===== src/rtl/eq_pkg.sv =====
// eq_pkg: shared constants and FSM encoding for the equalizer band sequencer.
// Holds the Q2.14 gain constants and the output saturation bounds.

package eq_pkg;

    typedef enum logic [2:0] {
        ST_IDLE,
        ST_START,
        ST_WAIT,
        ST_ACC,
        ST_OUT
    } eq_state_t;

    // Unity gain in Q2.14
    localparam logic [15:0] GAIN_ONE = 16'h4000;

    // Fractional bits of the gain format; the accumulator is shifted by this
    localparam int Q_SHIFT = 14;

    // Output clipping range for a signed 16-bit sample
    localparam int SAT_MAX = 32767;
    localparam int SAT_MIN = -32768;

endpackage


===== src/rtl/eq_gain_mac.sv =====
// eq_gain_mac: multiplies one band output by its gain, accumulates the
// products over a frame and presents the shifted, saturated result.
// Optional macro EQ_SAT_CNT_EN exposes the saturation flag as sat_o.

import eq_pkg::*;

module eq_gain_mac #(
    parameter int DATA_W = 16,
    parameter int GAIN_W = 16,
    parameter int ACC_W  = 35
) (
    input  logic                     clk,
    input  logic                     rst_n,
    input  logic                     clear_i,
    input  logic                     acc_en_i,
    input  logic signed [DATA_W-1:0] y_i,
    input  logic signed [GAIN_W-1:0] gain_i,
    output logic signed [DATA_W-1:0] result_o
`ifdef EQ_SAT_CNT_EN
    ,
    output logic                     sat_o
`endif
);

    localparam int PROD_W = DATA_W + GAIN_W;

    localparam logic signed [ACC_W-1:0] SAT_HI = ACC_W'(SAT_MAX);
    localparam logic signed [ACC_W-1:0] SAT_LO = ACC_W'(SAT_MIN);

    logic signed [PROD_W-1:0] product;
    logic signed [ACC_W-1:0]  acc_q;
    logic signed [ACC_W-1:0]  acc_d;
    logic signed [ACC_W-1:0]  shifted;
    logic                     satHi;
    logic                     satLo;

    // Full-precision product, sign-extended into the wider accumulator
    always_comb begin
        product = y_i * gain_i;
        acc_d   = acc_q + {{(ACC_W-PROD_W){product[PROD_W-1]}}, product};
    end

    // Accumulator is cleared at frame start and summed once per band
    always_ff @(posedge clk or negedge rst_n) begin
        if (!rst_n) begin
            acc_q <= '0;
        end else if (clear_i) begin
            acc_q <= '0;
        end else if (acc_en_i) begin
            acc_q <= acc_d;
        end
    end

    // Drop the Q2.14 fraction and clip to the signed sample range
    always_comb begin
        shifted = acc_q >>> Q_SHIFT;
        satHi   = shifted > SAT_HI;
        satLo   = shifted < SAT_LO;
        if (satHi) begin
            result_o = DATA_W'(SAT_MAX);
        end else if (satLo) begin
            result_o = DATA_W'(SAT_MIN);
        end else begin
            result_o = shifted[DATA_W-1:0];
        end
    end

`ifdef EQ_SAT_CNT_EN
    assign sat_o = satHi | satLo;
`endif

endmodule


===== src/rtl/eq_band_sequencer.sv =====
// eq_band_sequencer: runs the FIR band cores one at a time for each sample,
// weights each band output by its gain and emits the saturated sum.
// Optional macro EQ_SAT_CNT_EN enables the saturation event counter.

import eq_pkg::*;

module eq_band_sequencer #(
    parameter int NUM_BAND    = 5,
    parameter int DATA_W      = 16,
    parameter int GAIN_W      = 16,
    parameter int TIMEOUT_CYC = 1024
) (
    input  logic                       clk,
    input  logic                       rst_n,
    input  logic                       s_valid,
    output logic                       s_ready,
    input  logic [DATA_W-1:0]          s_data,
    output logic [DATA_W-1:0]          band_x,
    output logic [NUM_BAND-1:0]        band_start,
    input  logic [NUM_BAND-1:0]        band_done,
    input  logic [NUM_BAND*DATA_W-1:0] band_y,
    input  logic                       gain_we,
    input  logic [2:0]                 gain_addr,
    input  logic [GAIN_W-1:0]          gain_data,
    output logic                       m_valid,
    input  logic                       m_ready,
    output logic [DATA_W-1:0]          m_data,
    output logic [NUM_BAND-1:0]        err_timeout,
    output logic [15:0]                sat_cnt
);

    localparam int KW    = (NUM_BAND > 1) ? $clog2(NUM_BAND) : 1;
    localparam int CW    = $clog2(TIMEOUT_CYC);
    localparam int ACC_W = DATA_W + GAIN_W + $clog2(NUM_BAND);

    eq_state_t                 state_q;
    logic [KW-1:0]             k_q;
    logic [CW-1:0]             cnt_q;
    logic                      s_ready_q;
    logic [DATA_W-1:0]         band_x_q;
    logic [NUM_BAND-1:0]       band_start_q;
    logic                      m_valid_q;
    logic [DATA_W-1:0]         m_data_q;
    logic [NUM_BAND-1:0]       err_q;
    logic signed [DATA_W-1:0]  yCap_q;
    logic signed [GAIN_W-1:0]  pendGain_q   [NUM_BAND];
    logic signed [GAIN_W-1:0]  activeGain_q [NUM_BAND];
    logic signed [DATA_W-1:0]  bandYArr     [NUM_BAND];
    logic signed [DATA_W-1:0]  macResult;
    logic                      macClear;
    logic                      macAccEn;
    logic                      accept;

    assign accept   = (state_q == ST_IDLE) && s_valid && s_ready_q;
    assign macClear = accept;
    assign macAccEn = (state_q == ST_ACC);

    // Unflatten the band outputs so the active band can be picked by index
    always_comb begin
        for (int i = 0; i < NUM_BAND; i++) begin
            bandYArr[i] = band_y[i*DATA_W +: DATA_W];
        end
    end

    // Gain writes land in the pending bank at any time; bad indices are dropped
    always_ff @(posedge clk or negedge rst_n) begin
        if (!rst_n) begin
            for (int i = 0; i < NUM_BAND; i++) begin
                pendGain_q[i] <= GAIN_W'(GAIN_ONE);
            end
        end else if (gain_we && (int'(gain_addr) < NUM_BAND)) begin
            pendGain_q[gain_addr] <= gain_data;
        end
    end

    // Frame sequencer: accept, then start/wait/accumulate each band, then output
    always_ff @(posedge clk or negedge rst_n) begin
        if (!rst_n) begin
            state_q      <= ST_IDLE;
            k_q          <= '0;
            cnt_q        <= '0;
            s_ready_q    <= 1'b0;
            band_x_q     <= '0;
            band_start_q <= '0;
            m_valid_q    <= 1'b0;
            m_data_q     <= '0;
            err_q        <= '0;
            yCap_q       <= '0;
            for (int i = 0; i < NUM_BAND; i++) begin
                activeGain_q[i] <= GAIN_W'(GAIN_ONE);
            end
        end else begin
            case (state_q)
                ST_IDLE: begin
                    if (accept) begin
                        band_x_q     <= s_data;
                        activeGain_q <= pendGain_q;
                        k_q          <= '0;
                        band_start_q <= NUM_BAND'(1);
                        s_ready_q    <= 1'b0;
                        state_q      <= ST_START;
                    end else begin
                        s_ready_q <= 1'b1;
                    end
                end
                ST_START: begin
                    band_start_q <= '0;
                    cnt_q        <= '0;
                    state_q      <= ST_WAIT;
                end
                ST_WAIT: begin
                    if (band_done[k_q]) begin
                        yCap_q  <= bandYArr[k_q];
                        state_q <= ST_ACC;
                    end else if (cnt_q == CW'(TIMEOUT_CYC - 1)) begin
                        err_q[k_q] <= 1'b1;
                        yCap_q     <= '0;
                        state_q    <= ST_ACC;
                    end else begin
                        cnt_q <= cnt_q + 1'b1;
                    end
                end
                ST_ACC: begin
                    if (k_q == KW'(NUM_BAND - 1)) begin
                        state_q <= ST_OUT;
                    end else begin
                        k_q          <= k_q + 1'b1;
                        band_start_q <= NUM_BAND'(1) << (k_q + 1'b1);
                        state_q      <= ST_START;
                    end
                end
                ST_OUT: begin
                    if (!m_valid_q) begin
                        m_data_q  <= macResult;
                        m_valid_q <= 1'b1;
                    end else if (m_ready) begin
                        m_valid_q <= 1'b0;
                        s_ready_q <= 1'b1;
                        state_q   <= ST_IDLE;
                    end
                end
                default: begin
                    state_q <= ST_IDLE;
                end
            endcase
        end
    end

`ifdef EQ_SAT_CNT_EN
    logic        macSat;
    logic [15:0] satCnt_q;

    // Count clipped outputs at the moment they are loaded, sticking at all-ones
    always_ff @(posedge clk or negedge rst_n) begin
        if (!rst_n) begin
            satCnt_q <= '0;
        end else if ((state_q == ST_OUT) && !m_valid_q && macSat && (satCnt_q != 16'hFFFF)) begin
            satCnt_q <= satCnt_q + 1'b1;
        end
    end

    assign sat_cnt = satCnt_q;
`else
    assign sat_cnt = '0;
`endif

    eq_gain_mac #(
        .DATA_W (DATA_W),
        .GAIN_W (GAIN_W),
        .ACC_W  (ACC_W)
    ) u_mac (
        .clk      (clk),
        .rst_n    (rst_n),
        .clear_i  (macClear),
        .acc_en_i (macAccEn),
        .y_i      (yCap_q),
        .gain_i   (activeGain_q[k_q]),
        .result_o (macResult)
`ifdef EQ_SAT_CNT_EN
        ,
        .sat_o    (macSat)
`endif
    );

    assign s_ready     = s_ready_q;
    assign band_x      = band_x_q;
    assign band_start  = band_start_q;
    assign m_valid     = m_valid_q;
    assign m_data      = m_data_q;
    assign err_timeout = err_q;

endmodule


===== config.mk =====
export PLATFORM = sky130hd
export DESIGN_NAME = eq_band_sequencer
export DESIGN_NICKNAME = d
export VERILOG_FILES = /design/src/rtl/eq_pkg.sv /design/src/rtl/eq_gain_mac.sv /design/src/rtl/eq_band_sequencer.sv
export SDC_FILE = /design/constraint.sdc
export NUM_CORES = 1
export LEC_CHECK = 0
export ABC_AREA = 1
export CAP_MARGIN = 10
export CELL_PAD_IN_SITES_DETAIL_PLACEMENT = 1
export CELL_PAD_IN_SITES_GLOBAL_PLACEMENT = 1
export CORE_ASPECT_RATIO = 0.5
export CORE_MARGIN = 2
export CORE_UTILIZATION = 45
export DETAILED_ROUTE_END_ITERATION = 6
export PLACE_DENSITY = 0.94
export SLEW_MARGIN = 20
export SYNTH_ARGS = -nofsm -noshare
export SYNTH_HDL_FRONTEND = slang
export SYNTH_SLANG_ARGS = --single-unit

===== constraint.sdc =====
create_clock -name clk -period 17.5 [get_ports clk]
set_input_delay 4.375 -clock clk [delete_from_list [all_inputs] [get_ports clk]]
set_output_delay 4.375 -clock clk [all_outputs]
set_load 0.005 [all_outputs]

---- After elaboration in Yosys (flattened, before gate mapping) ----
Index checks and enable logic that the tools add are counted.
storage, ports and cells
  memories ................................ 0
  input bits .............................. 125
  latch bits .............................. 0
  bits in read-only memories .............. 0
  output and inout port bits .............. 60
  register bits ........................... 271
  logic and storage cells ................. 114
  RAM bits ................................ 0
operators by class
  divide/modulo/power cells ............... 0
  equality and inequality tests ........... 13
  $lt $le $gt $ge ......................... 8
  shift operators ......................... 1
  bitwise operators ....................... 5
  add/sub/neg operators ................... 3
  multiply operators ...................... 1
  reduce and logical (&&, ||, !) cells .... 21
  mux-type cells .......................... 41
operators by type and width
  cell                     number
  $mux W16                 9
  $bmux W16 S3             2
  $bwmux W80               1
  $mux W35                 2
  $demux W16 S3            1
  $add A35 B35 Y35         1
  $mul A16 B16 Y32         1
  $mux W3                  8
  $gt A21 B16 Y1 const B   1
  $lt A21 B16 Y1 const B   1
  $mux W10                 2
  $pmux W10 S2             1
  $pmux W3 S5              1
  $pmux W5 S3              1
  $reduce_and A3 Y1        5
  $ne A2 B2 Y1 const B     6
  $add A10 B1 Y10 const B  1
  $eq A10 B10 Y1 const B   1
  $mux W5                  2
  $reduce_bool A2 Y1       5
  $ge A4 B4 Y1 const B     2
  $not A3 Y4               2
  $mux W1                  7
  $eq A3 B2 Y1 const B     2
  20 further kinds         28

---- Depth between registers and ports, before layout ----
Gate-level depths: netlist of the first run.
  word-level depth ........................ 8
  gate-level depth with buffers ........... 48
  gate-level depth less buffers ........... 46

---- Modules after synthesis ----
From an unflattened synthesis of the first run, not the netlist that was laid out.
second synthesis, totals
  cell total of the unflattened synthesis .. 3242
  area, all modules ....................... 24871.4 µm²
modules (own cells, without submodules)
  module             area an instance (µm²)  sequential area each (µm²)  cells each  instances
  eq_gain_mac        14188.6                 875.8                       1969        1
  eq_band_sequencer  10682.7                 5918.2                      1273        1

---- Worst setup path after synthesis of the first run ----
OpenSTA, ideal clock, no wires.
  path type ............................... register to register
  start point ............................. register k_q[0]
  end point ............................... register u_mac.acc_q[33]
  clock period less this slack ............ 7467 ps
  stages on the path, launching flop included .. 39
  setup time .............................. 118 ps
  arrival ................................. 7349 ps
  slack ................................... 10033 ps
  path through ............................ dfrtp_1 nor3_4 buf_2 a22o_1 nor2_1 inv_2 buf_2 nand2_1 fa_1 inv_1 fa_1 inv_1 fa_1 inv_1 fa_1 fa_1 inv_1 fa_1 (+3 left out) inv_1 a21oi_1 nand3_1 a21oi_1 o21ai_0 xor2_1 ha_1 nand2_1 nor2_1 inv_1 nor2_1 inv_1 nor3_1 nand4_1 nand3_1 nand2_1 nand3_1 nand2_1
between the ends
  word-level cells in the longest chain between the ends .. 8
RTL lines
  element                                       line                      RTL
  from (decl)                                   eq_band_sequencer.sv:37   logic [KW-1:0] k_q;
  from (signal assigned)                        eq_band_sequencer.sv:127  k_q <= k_q + 1'b1;
  $not A3 Y4 (not written as such)              eq_band_sequencer.sv:177  .gain_i (activeGain_q[k_q]),
  $bmux W16 S3                                  eq_band_sequencer.sv:177
  $mux W16 (not written as such) (2 in series)  eq_band_sequencer.sv:177
  $mul A16 B16 Y32                              eq_gain_mac.sv:39         product = y_i * gain_i;
  $add A35 B35 Y35                              eq_gain_mac.sv:40         acc_d = acc_q + {{(ACC_W-PROD_W){product[PROD_W-1]}}, product};
  $mux W35                                      eq_gain_mac.sv:49         end else if (acc_en_i) begin
  $mux W35                                      eq_gain_mac.sv:47         end else if (clear_i) begin
  to (signal assigned)                          eq_gain_mac.sv:46         acc_q <= '0;
  to (signal assigned)                          eq_gain_mac.sv:48         acc_q <= '0;
  to (signal assigned)                          eq_gain_mac.sv:50         acc_q <= acc_d;
  to (decl)                                     eq_gain_mac.sv:31         logic signed [ACC_W-1:0] acc_q;
No other way between the ends. The select of a mux whose other input is x is not followed.
A chain may end at the register's enable or synchronous reset.

---- Worst setup path after layout of the first run ----
  start point ............................. register k_q[0]
  end point ............................... register u_mac.acc_q[21]
The elaborated chain is that of the path after synthesis.

==> report_table.html, run 1 <==
<table>
<tr><th>Metric</th><th>Value</th></tr>
<tr><th colspan="2">Routing</th></tr>
<tr><td>Routed wire length</td><td>84.1 mm</td></tr>
<tr><td>Number of nets with antenna violations after routing</td><td>0</td></tr>
<tr><td>Post-detailed-route wirelength per cell</td><td>22.0 um</td></tr>
<tr><td>Router iterations before antenna repair</td><td>5</td></tr>
<tr><td>Drt initial violations</td><td>1,599</td></tr>
<tr><td>Total number of vias</td><td>21,300</td></tr>
<tr><td>Vias per cell</td><td>5.58</td></tr>
<tr><td>Remaining DRCs</td><td>0</td></tr>
<tr><th colspan="2">STA</th></tr>
<tr><td>Worst Tran Pin Value</td><td>1150 ps</td></tr>
<tr><td>Clock skew</td><td>19.8 ps</td></tr>
<tr><td>Final Hold Viols</td><td>0</td></tr>
<tr><td>Final-report setup violation count</td><td>0</td></tr>
<tr><td>Final period util</td><td>54.8%</td></tr>
<tr><td>Unrepaired setup endpoints after global routing</td><td>false</td></tr>
<tr><td>Total negative slack for setup checks</td><td>0 ps</td></tr>
<tr><td>Maximum operating frequency</td><td>0.104 GHz</td></tr>
<tr><td>Post-layout minimum cycle time</td><td>9600 ps</td></tr>
<tr><td>Final-report max-slew violation count</td><td>0</td></tr>
<tr><td>Max-slew headroom at the worst pin</td><td>23.4%</td></tr>
<tr><th colspan="2">Worst setup path</th></tr>
<tr><td>Most prevalent standard cell on the critical path</td><td>sky130_fd_sc_hd__fa_1</td></tr>
<tr><td>Sort of element at the end of the critical path</td><td>flip-flop</td></tr>
<tr><td>Slowest Stage Delay on Critical Path</td><td>720 ps</td></tr>
<tr><td>Arrival time reported for the critical path endpoint</td><td>10,080 ps</td></tr>
<tr><td>Worst-case register-to-register setup slack</td><td>7900 ps</td></tr>
<tr><td>Master of the slowest instance on the critical path</td><td>sky130_fd_sc_hd__nor2_2</td></tr>
<tr><td>Worst setup SP type</td><td>flip-flop</td></tr>
<tr><td>Class of the most critical setup path</td><td>flip-flop to flip-flop</td></tr>
<tr><td>Peak fanout along the critical path</td><td>31</td></tr>
<tr><td>CP Data Required Time</td><td>around 18,000 ps</td></tr>
<tr><th colspan="2">Cells and area</th></tr>
<tr><td>NumNets Final</td><td>about 3,600</td></tr>
<tr><td>Layout cell share with drive strength beyond 1</td><td>under 10%</td></tr>
<tr><td>Final-layout fill cell count</td><td>between 6,000 and 7,000</td></tr>
<tr><td>Synthesis-to-layout area growth</td><td>13.1%</td></tr>
<tr><th colspan="2">Synthesis</th></tr>
<tr><td>Synth cell count leaders</td><td>sky130_fd_sc_hd__nand2_1 (875), sky130_fd_sc_hd__inv_1 (490), sky130_fd_sc_hd__fa_1 (263), sky130_fd_sc_hd__dfrtp_1 (261), sky130_fd_sc_hd__nor2_1 (252)</td></tr>
<tr><td>Share of synthesized area occupied by flip-flops and latches</td><td>28.5%</td></tr>
<tr><td>Number of storage elements in the synthesis netlist</td><td>271</td></tr>
<tr><td>Prevailing post-synth register cell</td><td>sky130_fd_sc_hd__dfrtp_1</td></tr>
<tr><td>Count of yosys warnings during synthesis</td><td>0</td></tr>
<tr><td>Leading area contributor after synthesis</td><td>sky130_fd_sc_hd__dfrtp_1</td></tr>
<tr><td>Largest cells by area after synthesis</td><td>sky130_fd_sc_hd__dfrtp_1 (27%), sky130_fd_sc_hd__fa_1 (22%), sky130_fd_sc_hd__nand2_1 (14%), sky130_fd_sc_hd__inv_1 (7.7%), sky130_fd_sc_hd__ha_1 (6.5%)</td></tr>
<tr><td>Most numerous cell in the Yosys netlist</td><td>sky130_fd_sc_hd__nand2_1</td></tr>
<tr><td>Synthesized cell area</td><td>23,800 sq um</td></tr>
<tr><td>Syn Area/Cell</td><td>8.00 sq um</td></tr>
<tr><td>Gate Count Post-Synth</td><td>2,976</td></tr>
<tr><td>Number of distinct standard cells referenced by the synthesized netlist</td><td>50</td></tr>
<tr><td>Post-synth ARST share</td><td>100%</td></tr>
<tr><td>Fraction of synthesized cell area taken by the top area cell type</td><td>27.4%</td></tr>
<tr><td>Post-synth EDFFs</td><td>0</td></tr>
<tr><th colspan="2">Die</th></tr>
<tr><td>Core Area</td><td>52,100 sq um</td></tr>
<tr><td>Starting utilization of the core area</td><td>45.7%</td></tr>
<tr><td>Die extent in x</td><td>329 um</td></tr>
<tr><td># rows</td><td>59</td></tr>
<tr><td>Boundary pin count</td><td>185</td></tr>
<tr><td>Overall die height</td><td>167 um</td></tr>
<tr><td>Die area</td><td>54,900 sq um</td></tr>
<tr><th colspan="2">Global route</th></tr>
<tr><td>Global route overflow</td><td>0</td></tr>
<tr><td>Global-route wire length before repair</td><td>132 mm</td></tr>
<tr><td>Number of global-route vias before repair</td><td>23,700</td></tr>
<tr><td>Number of antenna violations at the first check in global routing</td><td>1</td></tr>
<tr><td>Overall fraction of global-route tracks in use</td><td>between 30% and 40%</td></tr>
<tr><td>Pin count of the biggest net entering global routing</td><td>~190</td></tr>
<tr><th colspan="2">Status</th></tr>
<tr><td>Run status</td><td>complete, no violations</td></tr>
<tr><th colspan="2">Hold path</th></tr>
<tr><td>Worst hold path type</td><td>flip-flop to flip-flop</td></tr>
<tr><th colspan="2">Clocking</th></tr>
<tr><td>CTS clock-pin slew for the worst setup and hold paths</td><td>70 ps</td></tr>
<tr><td>H-tree level count</td><td>1</td></tr>
<tr><td>Insertion delay to the later sink of the worst-skew pair</td><td>620 ps</td></tr>
<tr><td>Number of clock sinks</td><td>271</td></tr>
<tr><td>CTS root buf</td><td>sky130_fd_sc_hd__clkbuf_16</td></tr>
<tr><td>Number of buffers added to fix hold violations after cts</td><td>0</td></tr>
<tr><td>Number of buffers inserted during clock tree synthesis</td><td>28</td></tr>
<tr><td>Buffers from clock root to sink, at most</td><td>3</td></tr>
<tr><td>Post-CTS Repair Setup Buffers</td><td>0</td></tr>
<tr><td>Clock tree from TritonCTS</td><td>yes</td></tr>
<tr><td>Number of gates given a new drive strength after cts</td><td>0</td></tr>
<tr><th colspan="2">Placed design</th></tr>
<tr><td>Post-DP HPWL</td><td>63.8 mm</td></tr>
<tr><td>Number of I/O port buffers</td><td>168</td></tr>
<tr><td>Final Wtd Congestion</td><td>0.985</td></tr>
<tr><th colspan="2">Job</th></tr>
<tr><td>Count of maximum capacitance violations</td><td>0</td></tr>
</table>
## worst paths after layout
kind	start	endpoint	depth (start not counted)
worst max-delay path	k_q[0]	u_mac.acc_q[21]	34
worst min-delay path	activeGain_q[30]	activeGain_q[30]	2
worst max register to register	k_q[0]	u_mac.acc_q[21]	34
worst min register to register	activeGain_q[30]	activeGain_q[30]	2
max in group asynchronous	rst_n	pendGain_q[10]	2
min in group asynchronous	rst_n	band_x[10]	1
## layout by cell type, fill, tap and decap left out, types with 3 or more instances in the layout
master and count:
sky130_fd_sc_hd__o22ai_1 22, sky130_fd_sc_hd__dfrtp_1 261, sky130_fd_sc_hd__xor2_1 25, sky130_fd_sc_hd__conb_1 16, sky130_fd_sc_hd__a22oi_1 21, sky130_fd_sc_hd__inv_1 490, sky130_fd_sc_hd__a211oi_1 11, sky130_fd_sc_hd__a31oi_1 7
sky130_fd_sc_hd__o21ai_1 5, sky130_fd_sc_hd__inv_2 20, sky130_fd_sc_hd__a21oi_1 90, sky130_fd_sc_hd__nor3_1 19, sky130_fd_sc_hd__clkbuf_16 28, sky130_fd_sc_hd__nor2_1 252, sky130_fd_sc_hd__o31ai_1 6, sky130_fd_sc_hd__buf_4 8
sky130_fd_sc_hd__o211ai_1 9, sky130_fd_sc_hd__xnor2_1 12, sky130_fd_sc_hd__nand2_1 871, sky130_fd_sc_hd__ha_1 124, sky130_fd_sc_hd__fa_1 263, sky130_fd_sc_hd__nor2_2 15, sky130_fd_sc_hd__nor2_4 3, sky130_fd_sc_hd__a22o_1 31
sky130_fd_sc_hd__a21o_1 10, sky130_fd_sc_hd__nand4_1 10, sky130_fd_sc_hd__nand2_2 6, sky130_fd_sc_hd__clkbuf_8 6, sky130_fd_sc_hd__clkinv_2 7, sky130_fd_sc_hd__clkbuf_1 5, sky130_fd_sc_hd__o21ai_0 160, sky130_fd_sc_hd__dfstp_2 10
sky130_fd_sc_hd__clkinv_1 4, sky130_fd_sc_hd__nand3_1 76, sky130_fd_sc_hd__clkdlybuf4s50_1 167, sky130_fd_sc_hd__o21bai_1 11
## state kept, by name, indices dropped and copies added, names as in the netlist
signal / flops
m_data: 16
state_q: 3
m_valid: 1
activeGain_q: 80
band_start: 5
u_mac.acc_q: 35
band_x: 16
pendGain_q: 80
k_q: 3
yCap_q: 16
s_ready: 1
err_timeout: 5
cnt_q: 10
## cells by family after synthesis
| kind of cell | after synthesis | share of synthesized area (%) |
|---|---|---|
| AOI/OAI and AO/OA | 391 | 9.80 |
| xor gates and xnor gates | 37 | 1.36 |
| adders and majority gates | 387 | 28.6 |
| buffers and inverters | 622 | 10.4 |
| DFF | 271 | 28.5 |
| other | 1 | 0.0157 |
| and+or+nand+nor | 1267 | 21.3 |
## worst max-delay path: cells and delay by family (launching register included)
kind | cells | cell delay, ps
compound gates | 7 | 1710
xor+xnor | 1 | 170
fa+ha+maj | 8 | 3910
buf+inv | 7 | 950
flops | 1 | 600
simple gates | 11 | 2050
## area by class of cell
cell class	count	area (sq um)	area share (%)
clock buffer	39	802	2.98
tap	701	877	3.26
antenna	1	2.50	0.00929
sequential	271	6790	25.2
clock inverter	13	141	0.525
timing repair buffer	177	1770	6.56
inverter	515	1930	7.18
multi-input combinational	2098	14600	54.3
## through the flow
step,setup slack [ps],instances,instance area [sq um],utilization [%],hold WS [ps]
3_5_place_dp,8170,3762,26000,49.8,458
5_1_grt,7400,3814,26900,51.7,491
6_report,7900,3815,26900,51.7,471
3_3_place_gp,8560,3762,26000,49.8,449
2_1_floorplan,10030,2991,23900,-,442
4_1_cts,8080,3814,26900,51.7,468
## metal layers
| metal | vias up | global-route usage (%) | wire (um) |
|---|---|---|---|
| met5 | - | 0 | 0 |
| li1 | 9362 | - | - |
| met3 | 243 | 5.27 | 5330 |
| met2 | 802 | 53.4 | 41500 |
| met4 | 0 | 13.2 | 3730 |
| met1 | 10900 | 38.0 | 33500 |
Power of run 1 is left out: the tool's default activity adds up to more than one toggle a clock period on the data nets, which glitch-free logic cannot reach.
==> inputs of run 2 (changes only) <==
==> constraint.sdc (replaced) <==
create_clock -name clk -period 9.8 [get_ports clk]
set_input_delay 2.45 -clock clk [delete_from_list [all_inputs] [get_ports clk]]
set_output_delay 2.45 -clock clk [all_outputs]
set_load 0.005 [all_outputs]
==> run 2 against run 1 <==
Compared with the run above:
- via count shrank 0.78%
- clock skew down 7.6 ps
- die area stayed put
- routed wire length up 0.52%
- worst hold slack gained 6.0 ps
- sequential share of layout area down 0.055 points
- register-to-register slack got worse by 7400 ps
- core utilization is 0.11 points higher
- final cell count barely moved
- maximum frequency rose by 3.2%
- critical endpoint is now u_mac.acc_q[34]
==> report_table.html, run 2 (synthesized netlist as in run 1, its figures left out) <==
<table>
<tr><th>Metric</th><th>Value</th></tr>
<tr><th colspan="2">Status</th></tr>
<tr><td>Run status</td><td>complete, no violations</td></tr>
<tr><th colspan="2">Worst setup path</th></tr>
<tr><td>Master of the slowest instance on the critical path</td><td>sky130_fd_sc_hd__dfrtp_1</td></tr>
<tr><td>Sort of element at the end of the critical path</td><td>flip-flop</td></tr>
<tr><td>Most prevalent standard cell on the critical path</td><td>sky130_fd_sc_hd__nand2_1</td></tr>
<tr><td>Arrival time reported for the critical path endpoint</td><td>9780 ps</td></tr>
<tr><td>Peak fanout along the critical path</td><td>31</td></tr>
<tr><td>Worst setup SP type</td><td>flip-flop</td></tr>
<tr><td>CP Data Required Time</td><td>10,280 ps</td></tr>
<tr><td>Slowest Stage Delay on Critical Path</td><td>approximately 580 ps</td></tr>
<tr><td>Class of the most critical setup path</td><td>flip-flop to flip-flop</td></tr>
<tr><th colspan="2">STA</th></tr>
<tr><td>Worst-case setup margin in the final layout</td><td>499 ps</td></tr>
<tr><td>Final-report max-slew violation count</td><td>0</td></tr>
<tr><td>Unrepaired setup endpoints after global routing</td><td>false</td></tr>
<tr><td>Maximum operating frequency</td><td>between 0.1 and 0.15 GHz</td></tr>
<tr><td>Total negative slack for setup checks</td><td>0 ps</td></tr>
<tr><td>Final period util</td><td>94.9%</td></tr>
<tr><td>Worst Tran Pin Value</td><td>1040 ps</td></tr>
<tr><td>Clock skew</td><td>approximately 12 ps</td></tr>
<tr><td>Post-layout minimum cycle time</td><td>slightly above 9000 ps</td></tr>
<tr><td>Final-report setup violation count</td><td>0</td></tr>
<tr><td>Max-slew headroom at the worst pin</td><td>30.9%</td></tr>
<tr><td>Final Hold Viols</td><td>0</td></tr>
<tr><th colspan="2">Cells and area</th></tr>
<tr><td>Final-layout fill cell count</td><td>6,378</td></tr>
<tr><td>Ant diodes</td><td>0</td></tr>
<tr><td>NumNets Final</td><td>3,607</td></tr>
<tr><td>Fin area</td><td>27,000 sq um</td></tr>
<tr><td>Leading cell types in the layout, fill and taps excluded</td><td>sky130_fd_sc_hd__nand2_1 (871), sky130_fd_sc_hd__inv_1 (488), sky130_fd_sc_hd__fa_1 (263)</td></tr>
<tr><td>Layout cell share with drive strength beyond 1</td><td>under 10%</td></tr>
<tr><td>Registers with the most flip-flops</td><td>activeGain_q x80, pendGain_q x80, u_mac.acc_q x35</td></tr>
<tr><td>Non-filler cells in the finished layout</td><td>3,816</td></tr>
<tr><td>Synthesis-to-layout area growth</td><td>13.3%</td></tr>
<tr><td>Most common cell after layout, fill and taps aside</td><td>sky130_fd_sc_hd__nand2_1</td></tr>
<tr><th colspan="2">Placed design</th></tr>
<tr><td>Placed cell area</td><td>26,000 sq um</td></tr>
<tr><td>Final Wtd Congestion</td><td>0.973</td></tr>
<tr><td>Post-DP HPWL</td><td>approximately 65 mm</td></tr>
<tr><td>Number of I/O port buffers</td><td>168</td></tr>
<tr><td>Instance count after placement with tap cells included</td><td>3,767</td></tr>
<tr><td>Worst setup slack before clock tree synthesis</td><td>282 ps</td></tr>
<tr><th colspan="2">Die</th></tr>
<tr><td>Boundary pin count</td><td>185</td></tr>
<tr><td>Starting utilization of the core area</td><td>between 40% and 50%</td></tr>
<tr><td>Core Area</td><td>52,100 sq um</td></tr>
<tr><td>Die extent in x</td><td>329 um</td></tr>
<tr><td>Die area</td><td>54,900 sq um</td></tr>
<tr><td># rows</td><td>slightly below 60</td></tr>
<tr><td>Overall die height</td><td>167 um</td></tr>
<tr><th colspan="2">Clocking</th></tr>
<tr><td>Number of clock sinks</td><td>271</td></tr>
<tr><td>Post-CTS Repair Setup Buffers</td><td>0</td></tr>
<tr><td>H-tree level count</td><td>1</td></tr>
<tr><td>Number of gates given a new drive strength after cts</td><td>0</td></tr>
<tr><td>CTS root buf</td><td>sky130_fd_sc_hd__clkbuf_16</td></tr>
<tr><td>Clock tree from TritonCTS</td><td>yes</td></tr>
<tr><td>Buffers from clock root to sink, at most</td><td>3</td></tr>
<tr><td>Number of buffers inserted during clock tree synthesis</td><td>27</td></tr>
<tr><td>CTS clock-pin slew for the worst setup and hold paths</td><td>70 ps</td></tr>
<tr><td>Insertion delay to the later sink of the worst-skew pair</td><td>600 ps</td></tr>
<tr><td>Number of buffers added to fix hold violations after cts</td><td>0</td></tr>
<tr><th colspan="2">Job</th></tr>
<tr><td>Count of maximum capacitance violations</td><td>0</td></tr>
<tr><th colspan="2">Global route</th></tr>
<tr><td>Pin count of the biggest net entering global routing</td><td>186</td></tr>
<tr><td>Number of global-route vias before repair</td><td>between 20,000 and 25,000</td></tr>
<tr><td>Global-route wire length before repair</td><td>131 mm</td></tr>
<tr><td>Number of antenna violations at the first check in global routing</td><td>0</td></tr>
<tr><td>Overall fraction of global-route tracks in use</td><td>30.9%</td></tr>
<tr><td>Global route overflow</td><td>0</td></tr>
<tr><th colspan="2">Routing</th></tr>
<tr><td>Routed wire length</td><td>84.5 mm</td></tr>
<tr><td>Vias per cell</td><td>5.53</td></tr>
<tr><td>Router iterations before antenna repair</td><td>5</td></tr>
<tr><td>Number of nets with antenna violations after routing</td><td>0</td></tr>
<tr><td>Total number of vias</td><td>21,100</td></tr>
<tr><td>Remaining DRCs</td><td>0</td></tr>
<tr><td>Post-detailed-route wirelength per cell</td><td>roughly 22 um</td></tr>
<tr><td>Drt initial violations</td><td>1,588</td></tr>
<tr><th colspan="2">Hold path</th></tr>
<tr><td>Worst hold path type</td><td>flip-flop to flip-flop</td></tr>
</table>
[run 2: final timing paths]
kind / endpoint / slack (ps) / start / cells past startpoint
min: activeGain_q[14] / 480 / activeGain_q[14] / 2
max: u_mac.acc_q[34] / 500 / k_q[0] / 37
min in group asynchronous: band_x[13] / 1820 / rst_n / 1
min reg2reg: activeGain_q[14] / 480 / activeGain_q[14] / 2
max in group asynchronous: activeGain_q[20] / 6530 / rst_n / 2
max reg2reg: u_mac.acc_q[34] / 500 / k_q[0] / 37
[run 2: per-layer routing]
layer | up-vias | global-route usage [%] | part of all wire [%]
li1 | 9369 | - | -
met1 | 10700 | 38.1 | 40
met2 | 756 | 53.2 | 49
met3 | 253 | 5.80 | 6.4
met4 | 0 | 12.6 | 4.5
met5 | - | 0 | 0
[run 2: through the flow]
step / hold WS [ps] / utilization (%)
3_3_place_gp: 450 / 49.9
4_1_cts: 470 / 51.7
3_5_place_dp: 461 / 49.9
5_1_grt: 498 / 51.8
2_1_floorplan: 442 / -
6_report: 477 / 51.8
[run 2: cell type report]
type / count / area, sq um / share of cell area, %
Sequential cell: 271 / 6790 / 25.2
Tap cell: 701 / 877 / 3.25
Clock inverter: 13 / 173 / 0.640
Inverter: 515 / 1950 / 7.24
Multi-Input combinational cell: 2098 / 14600 / 54.2
Clock buffer: 36 / 759 / 2.81
Timing Repair Buffer: 182 / 1800 / 6.68
[run 2: worst max-delay path: cells and delay by family, from the launching register on]
kind | cells | cell delay (ps)
xor+xnor | 1 | 180
simple gates | 18 | 2890
flops | 1 | 580
buf+inv | 7 | 650
fa+ha+maj | 8 | 4040
compound gates | 3 | 790
Power of run 2 is left out for the same reason.
